## src/rtl/riscv_pkg.sv

```systemverilog
// Shared constants and types for the RISC-V front end.
package riscv_pkg;

  localparam int unsigned XLEN             = 32;
  localparam logic [31:0] NOP_INSTR        = 32'h0000_0013;
  localparam logic [31:0] RESET_PC_DEFAULT = 32'h0000_0000;

  typedef enum logic [0:0] {
    IDLE = 1'b0,
    WAIT = 1'b1
  } fetch_state_t;

endpackage

```

## src/rtl/fetch_unit.sv

```systemverilog
// Instruction fetch stage: owns the PC, issues one outstanding imem request at a time
// and presents {instr, pc, pc+4} to decode through a registered valid/ready slot.
module fetch_unit
  import riscv_pkg::*;
#(
  parameter int unsigned DATA_WIDTH = 32,
  parameter int unsigned ADDR_WIDTH = 32,
  parameter logic [ADDR_WIDTH-1:0] RESET_PC = ADDR_WIDTH'(RESET_PC_DEFAULT)
) (
  input  logic                  clk,
  input  logic                  rst_n,
  output logic                  imem_req_o,
  output logic [ADDR_WIDTH-1:0] imem_addr_o,
  input  logic                  imem_rvalid_i,
  input  logic [DATA_WIDTH-1:0] imem_rdata_i,
  input  logic                  PCSrc_i,
  input  logic [ADDR_WIDTH-1:0] PCTarget_i,
  output logic [DATA_WIDTH-1:0] Instr_o,
  output logic [ADDR_WIDTH-1:0] PC_o,
  output logic [ADDR_WIDTH-1:0] PCPlus4_o,
  output logic                  instr_valid_o,
  input  logic                  instr_ready_i,
  output logic                  misalign_o
);

  fetch_state_t          state_q, state_d;
  logic [ADDR_WIDTH-1:0] pc_q;
  logic [ADDR_WIDTH-1:0] pc_plus4;
  logic [ADDR_WIDTH-1:0] target_aligned;
  logic                  kill_q;
  logic                  slot_free;
  logic                  load_slot;

  assign pc_plus4       = pc_q + ADDR_WIDTH'(4);
  assign target_aligned = {PCTarget_i[ADDR_WIDTH-1:2], 2'b00};

  // State, PC, kill flag and IF/ID slot registers.
  always_ff @(posedge clk or negedge rst_n) begin
    if (!rst_n) begin
      state_q       <= IDLE;
      pc_q          <= RESET_PC;
      kill_q        <= 1'b0;
      instr_valid_o <= 1'b0;
      Instr_o       <= DATA_WIDTH'(NOP_INSTR);
      PC_o          <= '0;
      PCPlus4_o     <= '0;
      misalign_o    <= 1'b0;
    end else begin
      state_q    <= state_d;
      misalign_o <= PCSrc_i && (PCTarget_i[1:0] != 2'b00);
      if (PCSrc_i) begin
        // Flush the slot; an in-flight response with no rvalid yet must be dropped later.
        pc_q          <= target_aligned;
        instr_valid_o <= 1'b0;
        kill_q        <= (state_q == WAIT) && !imem_rvalid_i;
      end else begin
        if ((state_q == WAIT) && imem_rvalid_i) begin
          kill_q <= 1'b0;
        end
        if (load_slot) begin
          Instr_o       <= imem_rdata_i;
          PC_o          <= pc_q;
          PCPlus4_o     <= pc_plus4;
          instr_valid_o <= 1'b1;
          pc_q          <= pc_plus4;
        end else if (instr_valid_o && instr_ready_i) begin
          instr_valid_o <= 1'b0;
        end
      end
    end
  end

  // Next-state logic.
  always_comb begin
    state_d   = state_q;
    load_slot = 1'b0;
    case (state_q)
      IDLE: begin
        if (imem_req_o) begin
          state_d = WAIT;
        end
      end
      WAIT: begin
        if (imem_rvalid_i) begin
          state_d   = IDLE;
          load_slot = !kill_q && !PCSrc_i;
        end
      end
      default: state_d = IDLE;
    endcase
  end

  // Request issue: only from IDLE, only into a free slot, never in a redirect cycle.
  always_comb begin
    slot_free   = !instr_valid_o || instr_ready_i;
    imem_req_o  = rst_n && (state_q == IDLE) && slot_free && !PCSrc_i;
    imem_addr_o = pc_q;
  end

endmodule

```

## config.mk

```make
export PLATFORM = sky130hd
export DESIGN_NAME = fetch_unit
export DESIGN_NICKNAME = d
export VERILOG_FILES = /design/src/rtl/riscv_pkg.sv /design/src/rtl/fetch_unit.sv
export SDC_FILE = /design/constraint.sdc
export NUM_CORES = 1
export LEC_CHECK = 0
export CAP_MARGIN = 20
export CORE_ASPECT_RATIO = 1.4
export CORE_MARGIN = 2
export CORE_UTILIZATION = 31
export DETAILED_ROUTE_END_ITERATION = 8
export SETUP_SLACK_MARGIN = 0.15
export SLEW_MARGIN = 0
export SYNTH_ARGS = -nofsm -noshare
export SYNTH_HDL_FRONTEND = slang
export SYNTH_SLANG_ARGS = --single-unit
```

## constraint.sdc

```tcl
create_clock -name clk -period 3.7 [get_ports clk]
set_input_delay 0.555 -clock clk [delete_from_list [all_inputs] [get_ports clk]]
set_output_delay 0.555 -clock clk [all_outputs]
set_load 0.02 [all_outputs]
```

==> flow_summary.json, run 1 <==
{
  "path_clk_slew_ns": 0.05,
  "drv_cap": 0,
  "cp.required_ns": 3.14,
  "layout_commonest_cell": "nand2_1",
  "crit_path_cell_trace": "dlygate4sd3_1, buf_6, and3_1, clkdlybuf4s50_1",
  "nets": 895,
  "synth_ff_type": "dfrtp_1",
  "synthToLayoutAreaGrowth_pct": 46.71,
  "drc": 0,
  "ctsResizeCount": 0,
  "numCtsBuffers": 17,
  "start_util": 0.3158,
  "ios": 200,
  "p_clk_frac": 0.312,
  "cellLeakagePower_nw": 3.742,
  "startpoint_type": "input port",
  "vias": 4942,
  "slowest_delay_ns": 0.60,
  "antenna_found_initial": 0,
  "drive_above_1_share": 0.07160,
  "coreArea_sq_um": 18530,
  "rsz0062_at_grt": "false",
  "max-clock-path-buffers": 2,
  "ys_seq_area_frac": 0.5396,
  "multi_input_area_sq_um": 2479,
  "tightestPinTransition_ns": 0.7627,
  "clock-sinks": 126,
  "dr.pass1.iters": 4,
  "drtIter0Drc": 285,
  "seq_area_sq_um": 3157,
  "synth_top_cell_by_area": "dfrtp_1",
  "hp-class": "in2reg",
  "total_power_w": 0.005636,
  "power.share.sequential": 0.361,
  "rows": 59,
  "die_w_um": 120.1,
  "grt_pass1_wl_um": 27000,
  "layout_common_cells": "nand2_1, clkdlybuf4s50_1, dfrtp_1",
  "syn_area_sq_um": 5851,
  "dpl_cell_area_sq_um": 7956,
  "vias_per_cell": 4.567,
  "synth_top_cell_area_share": 0.5261,
  "crit_slowest_cell": "clkdlybuf4s50_1",
  "place_congestion": 0.7917,
  "max_freq_ghz": 0.3626,
  "tritoncts": "built",
  "synth-seq-cells": 126,
  "hold_buffers": 1,
  "die-area_sq_um": 20000,
  "routed_wl_um": 16890,
  "port_buffers": 193,
  "intPower_w": 0.003789,
  "grt_pass1_vias": 4850,
  "power_density_nw_per_um2": 656.6,
  "synth_cells": 649,
  "synth-edff-count": 0,
  "fp.dieH_um": 166.6,
  "clock-root-buffer": "clkbuf_16",
  "htreeDepth": 4,
  "finalSetupViolations": 0,
  "post-cts-setup-buffers": 0,
  "finalCritPeriodShare": 0.7455,
  "postRouteAntennaNets": 0,
  "hold_violations": 0,
  "end_kind": "output pin",
  "power_switching_w": 0.001847,
  "wl_per_cell_um": 15.61,
  "final_cell_area_sq_um": 8583,
  "grt_remaining_overflow": 0,
  "synth_cell_type_count": 42,
  "relSlewSlack": 0.4915,
  "period_minus_slack_ns": 2.758,
  "slew_viol_final": 0,
  "antenna_cells": 0,
  "syn_area_per_cell_sq_um": 9.015,
  "synth_area_leaders": "dfrtp_1, nand2_1, xor2_1, o21ai_1, xnor2_1",
  "cp_max_fo": 27,
  "insertion_delay_ns": 0.42,
  "ys_warn_count": 0,
  "n_fill_cell": 1822,
  "grt_start_max_net_pins": 63,
  "critical_path_class": "in2out",
  "vdd_drop_max_mv": 0.2750,
  "clock_skew_ns": 0.01056,
  "dp_hpwl_um": 11960,
  "comb_power_share": 0.327,
  "crit_arrival_ns": 2.20,
  "status": "complete, no violations",
  "swShare": 0.3277,
  "synth-async-reset-ratio": 1.000,
  "totalNegativeSetupSlack_ns": 0,
  "grt_use_total": 0.1741
}
-- cells in the mapped netlist, types with 2 or more instances --
cell type / count
nor2b_1: 2
buf_4: 9
and4_1: 4
xor2_1: 35
nor3_1: 4
o21ai_0: 24
and3_1: 8
and2_1: 2
dfstp_2: 3
nand4_4: 3
o21ai_1: 36
xnor2_1: 20
nand2_1: 261
nor4_4: 2
nor2_1: 10
nand3_1: 16
buf_2: 11
dfrtp_1: 123
nand4_1: 18
or3_1: 2
clkbuf_1: 29
a21oi_1: 2
nand3_2: 2
inv_1: 2
nor3_2: 4
-- power groups by stage --
stage	Clock (W)	Combinational, W	Sequential [W]
floorplan	0	0.000417	0.00248
global placement	0	0.00185	0.00205
detailed placement	0	0.00187	0.00206
CTS	0.00180	0.00187	0.00204
global route	0.00187	0.00199	0.00209
finish	0.00176	0.00184	0.00203
-- path summary, 6_finish.rpt --
kind | startpoint | endpoint | slack, ns | cells past startpoint
max | rst_n | imem_req_o | 0.94 | 4
min | PCSrc_i | misalign_o | 0.41 | 2
max reg2reg | imem_addr_o[2] | imem_addr_o[30] | 1.40 | 7
min reg2reg | Instr_o[1] | Instr_o[1] | 0.46 | 2
max in group asynchronous | rst_n | imem_addr_o[28] | 2.09 | 3
min in group asynchronous | rst_n | Instr_o[29] | 0.57 | 2
-- logic make-up (layout without fill, tap and decap cells) --
logic type / after synthesis / count (layout) / share of synthesized area
AO/OA/AOI/OAI: 65 / 65 / 0.05689
XOR/XNOR: 55 / 55 / 0.08233
adder cells (fa/ha/maj): 1 / 1 / 0.002138
buffers and inverters: 53 / 237 / 0.04234
flip-flops: 126 / 126 / 0.5396
multiplexers: 1 / 1 / 0.001711
other: 1 / 6 / 0.0006410
AND/OR/NAND/NOR: 347 / 347 / 0.2744
-- per-layer routing --
layer / track usage / vias up / wire (um)
met5: 0 / - / 0
met4: 0.06957 / 0 / 385
met3: 0.03904 / 19 / 975
met2: 0.2910 / 165 / 8437
met1: 0.2166 / 2317 / 7094
li1: - / 2441 / -
-- worst max-delay path: cells and delay by family --
family | cells | cell delay [ns]
buf+inv | 3 | 1.41
simple gates | 1 | 0.22
-- stage by stage --
stage / hold slack (ns) / cells / setup slack [ns] / utilization
6_report: 0.4066 / 1082 / 0.9418 / 0.4632
5_1_grt: 0.3840 / 1082 / 0.8342 / 0.4632
4_1_cts: 0.3850 / 1082 / 0.8925 / 0.4632
3_5_place_dp: 0.4350 / 1049 / 0.9872 / 0.4294
3_3_place_gp: 0.4306 / 1049 / 1.038 / 0.4294
2_1_floorplan: 0.2594 / 654 / 1.757 / -
-- sequential cells by signal, indices dropped and copies added (netlist names) --
register and flops:
misalign_o 1, Instr_o 32, imem_addr_o 30, state_q 1
PC_o 30, PCPlus4_o 30, instr_valid_o 1, kill_q 1
-- cell type report --
cell class,instances,area share
inverter,2,0.0008746
tap,244,0.03557
timing repair buffer,203,0.2351
multi-input combinational,475,0.2888
sequential,126,0.3678
clock inverter,11,0.01939
clock buffer,21,0.05248
(Power assumes the default switching activity.)
==> run 2: changes to the inputs <==
==> constraint.sdc (replaced) <==
create_clock -name clk -period 2.6 [get_ports clk]
set_input_delay 0.39 -clock clk [delete_from_list [all_inputs] [get_ports clk]]
set_output_delay 0.39 -clock clk [all_outputs]
set_load 0.02 [all_outputs]
==> flow_summary.json, run 2 (synthesis gave the netlist of run 1 again) <==
{
  "clock-sinks": 126,
  "slew_viol_final": 0,
  "final_core_util": 0.4678,
  "ios": 200,
  "routed_wl_um": 16920,
  "die-area_sq_um": 20000,
  "status": "complete, no violations",
  "total_power_w": 0.008029,
  "coreArea_sq_um": 18530,
  "finalSetupViolations": 0,
  "slowest_delay_ns": 0.60,
  "critical_path_class": "reg2out",
  "power_density_nw_per_um2": 926.3,
  "nets": 905,
  "port_buffers": 193,
  "crit_arrival_ns": 1.77,
  "max-clock-path-buffers": 2,
  "hp-class": "in2async",
  "grt_start_max_net_pins": 127,
  "path_clk_slew_ns": 0.05,
  "n_fill_cell": 1774,
  "vias_per_cell": 4.505,
  "totalNegativeSetupSlack_ns": 0,
  "grt_use_total": 0.1732,
  "crit_slowest_cell": "clkdlybuf4s50_1",
  "vdd_drop_max_mv": 0.3655,
  "clock_skew_ns": 0.007700,
  "antenna_found_initial": 0,
  "grt_remaining_overflow": 0,
  "relSlewSlack": 0.4836,
  "drv_cap": 0,
  "htreeDepth": 4,
  "hold_buffers": 0,
  "startpoint_type": "register",
  "cp.required_ns": 2.21,
  "rows": 59,
  "drc": 0,
  "max_freq_ghz": 0.4623,
  "fp.dieH_um": 166.6,
  "end_kind": "output pin",
  "numCtsBuffers": 17,
  "regMostFlops": "Instr_o",
  "postRouteAntennaNets": 0,
  "hold_violations": 0,
  "crit_path_cell_trace": "nor2_1, and3_1, clkdlybuf4s50_1",
  "crit_buf_inv": 1,
  "cp_top_family": "buffers and inverters",
  "vias": 4920,
  "grt_pass1_wl_um": 26850,
  "cellLeakagePower_nw": 3.793,
  "place_congestion": 0.8097,
  "finalCritPeriodShare": 0.8320,
  "drtIter0Drc": 209,
  "cp_max_fo": 7,
  "tightestPinTransition_ns": 0.7746,
  "largest_register_ff_count": 32,
  "dp_hpwl_um": 11820,
  "die_w_um": 120.1,
  "wl_per_cell_um": 15.49,
  "rsz0062_at_grt": "false",
  "layout_common_cells": "nand2_1, clkdlybuf4s50_1, dfrtp_1",
  "post-cts-setup-buffers": 0,
  "grt_pass1_vias": 4931,
  "layout_commonest_cell": "nand2_1",
  "antenna_cells": 0,
  "tritoncts": "built",
  "insertion_delay_ns": 0.41,
  "clock-root-buffer": "clkbuf_16",
  "start_util": 0.3158,
  "period_minus_slack_ns": 2.163,
  "drive_above_1_share": 0.08373,
  "synthToLayoutAreaGrowth_pct": 48.14,
  "ctsResizeCount": 0,
  "dr.pass1.iters": 4
}
-- run 2: per-layer routing --
metal	global-route usage	share of wire	vias up
met5	0	0	-
met4	0.06394	0.022	0
met3	0.04110	0.058	20
met2	0.2913	0.49	148
li1	-	-	2454
met1	0.2150	0.43	2298
-- run 2: worst paths after layout --
check | from | to | slack, ns | depth (start not counted)
min | rst_n | Instr_o[29] | 0.04 | 2
min reg2reg | Instr_o[4] | Instr_o[4] | 0.46 | 2
max reg2reg | imem_addr_o[3] | imem_addr_o[26] | 0.55 | 7
max in group asynchronous | rst_n | Instr_o[3] | 1.93 | 2
min in group clk | rst_n | state_q | 0.40 | 3
max | state_q | imem_req_o | 0.44 | 3
-- run 2: where the power goes --
| group | switching (W) | total (W) | internal, W |
|---|---|---|---|
| Clock | 0.000863 | 0.00249 | 0.00162 |
| Combinational | 0.00140 | 0.00267 | 0.00127 |
| Sequential | 0.000352 | 0.00287 | 0.00252 |
-- run 2: area by class of cell --
class	count	area (sq um)	area share
Tap cell	244	305.3	0.03522
Multi-Input combinational cell	475	2479	0.2860
Clock inverter	11	165.2	0.01906
Inverter	2	7.507	0.0008662
Timing Repair Buffer	213	2103	0.2427
Sequential cell	126	3157	0.3642
Clock buffer	21	450.4	0.05197
-- run 2: per-stage QoR --
stage	instances	cell area, sq um	hold slack [ns]	setup slack [ns]
final	1092	8667	0.04463	0.4369
after global routing	1092	8667	0.1636	0.2982
after CTS	1092	8667	0.1766	0.4124
after detailed placement	1060	8051	0.4498	0.4778
after global placement	1060	8051	0.4474	0.4780
after floorplan	654	5869	0.09441	0.6566
==> run 3: changes to the inputs <==
==> constraint.sdc (replaced) <==
create_clock -name clk -period 1.9 [get_ports clk]
set_input_delay 0.285 -clock clk [delete_from_list [all_inputs] [get_ports clk]]
set_output_delay 0.285 -clock clk [all_outputs]
set_load 0.02 [all_outputs]
==> flow_summary.json, run 3 (synthesis gave the netlist of run 1 again) <==
{
  "layout_common_cells": "nand2_1, clkdlybuf4s50_1, dfrtp_1",
  "antenna_found_initial": 0,
  "end_kind": "output pin",
  "tritoncts": "built",
  "max-clock-path-buffers": 2,
  "dp_hpwl_um": 12320,
  "drv_cap": 0,
  "rows": 59,
  "grt_pass1_wl_um": 27920,
  "clock-root-buffer": "clkbuf_16",
  "hp-class": "in2async",
  "period_minus_slack_ns": 1.695,
  "cellLeakagePower_nw": 4.166,
  "numCtsBuffers": 17,
  "crit_path_cell_trace": "buf_4, buf_4, dlygate4sd2_1",
  "nets": 941,
  "p_clk_frac": 0.309,
  "cp_top_family": "buffers and inverters",
  "vias": 5061,
  "ios": 200,
  "fp.dieH_um": 166.6,
  "routed_wl_um": 17350,
  "tightestPinTransition_ns": 0.6931,
  "slew_viol_final": 0,
  "antenna_cells": 0,
  "cp.required_ns": 1.62,
  "wl_per_cell_um": 15.38,
  "die_w_um": 120.1,
  "start_util": 0.3158,
  "place_congestion": 0.7767,
  "htreeDepth": 4,
  "crit_buf_inv": 3,
  "clock_skew_ns": 0.01135,
  "crit_slowest_cell": "dfrtp_1",
  "finalSetupViolations": 0,
  "power.share.sequential": 0.352,
  "insertion_delay_ns": 0.42,
  "largest_register_ff_count": 32,
  "startpoint_type": "register",
  "vias_per_cell": 4.487,
  "drc": 0,
  "finalCritPeriodShare": 0.8921,
  "hold_buffers": 0,
  "max_freq_ghz": 0.5899,
  "power_density_nw_per_um2": 1218,
  "swShare": 0.3357,
  "hold_violations": 0,
  "intPower_w": 0.007310,
  "layout_commonest_cell": "nand2_1",
  "slowest_delay_ns": 0.40,
  "final_core_util": 0.4875,
  "relSlewSlack": 0.5380,
  "grt_pass1_vias": 5041,
  "regMostFlops": "Instr_o",
  "path_clk_slew_ns": 0.06,
  "stdcell_count": 1128,
  "clock-sinks": 126,
  "port_buffers": 193,
  "grt_start_max_net_pins": 127,
  "power_switching_w": 0.003694,
  "grt_use_total": 0.1793,
  "status": "complete, no violations",
  "comb_power_share": 0.339,
  "drtIter0Drc": 204,
  "vdd_drop_max_mv": 0.6102,
  "crit_arrival_ns": 1.41,
  "dp.cells": 1089,
  "path_common_cell": "buf_4",
  "dr.pass1.iters": 4,
  "postRouteAntennaNets": 0,
  "die-area_sq_um": 20000,
  "coreArea_sq_um": 18530,
  "critical_path_class": "reg2out",
  "grt_remaining_overflow": 0,
  "drive_above_1_share": 0.1516,
  "cp_max_fo": 4,
  "synthToLayoutAreaGrowth_pct": 54.41,
  "rsz0062_at_grt": "true"
}
==> run 3: changes by cell type in the layout (fill, tap and decap cells not counted), sizes merged <==
cell	change
bufinv	-1
clkbuf	-2
dlygate4sd2	+34
dlymetal6s2s	+6
buf	+36
clkinvlp	-1
inv	+5
clkdlybuf4s50	-41
==> run 3: through the flow <==
step / setup WS [ns] / TNS [ns] / cell area [sq um] / total power [W] / hold slack (ns)
6_report: 0.2049 / 0 / 9034 / 0.01100 / 0.01703
5_1_grt: 0.08372 / 0 / 9034 / 0.01160 / 0.06338
3_3_place_gp: 0.01106 / 0 / 8357 / 0.007708 / 0.4459
3_5_place_dp: -0.01379 / -0.01379 / 8357 / 0.007759 / 0.4498
2_1_floorplan: 0.1526 / 0 / 5942 / 0.005668 / -0.01059
4_1_cts: 0.1413 / 0 / 8931 / 0.01116 / 0.04491
==> run 3: per-layer routing <==
layer	share of wire	routed length (um)	GRT usage
met5	0	0	0
met2	0.52	9061	0.3068
met4	0.027	476	0.08031
met3	0.044	768	0.04144
met1	0.41	7047	0.2124
==> run 3: worst paths after layout <==
check                                start              end  slack, ns  cells after the start
hold / removal                       rst_n     PCPlus4_o[8]       0.02                      2
setup / recovery            imem_addr_o[8]   imem_addr_o[8]       0.20                      3
setup reg to reg           imem_addr_o[18]  imem_addr_o[31]       0.23                      5
max in group asynchronous            rst_n  imem_addr_o[20]       1.36                      2
min in group clk                     rst_n          state_q       0.31                      3
hold reg to reg                 Instr_o[4]       Instr_o[4]       0.46                      2
==> run 3: timing repair <==
item	4_1_cts	5_1_grt
endpoints found under the setup margin	35	28
pin swaps	0	9
buffers inserted	0	7
resized for setup	35	16
==> run 3: power by group through the flow <==
stage	registers, W	logic, W	clock network, W
final	0.00387	0.00373	0.00340
after global routing	0.00398	0.00401	0.00362
after CTS	0.00388	0.00378	0.00349
after detailed placement	0.00392	0.00384	0
after global placement	0.00390	0.00381	0
after floorplan	0.00484	0.000830	0
==> run 3: layout make-up <==
class | count | area (sq um)
Multi-Input combinational cell | 475 | 2515
Clock buffer | 18 | 439.2
Fill cell | 1794 | 9495
Timing Repair Buffer | 249 | 2407
Clock inverter | 14 | 178.9
Tap cell | 244 | 305.3
Inverter | 2 | 7.507
Sequential cell | 126 | 3181
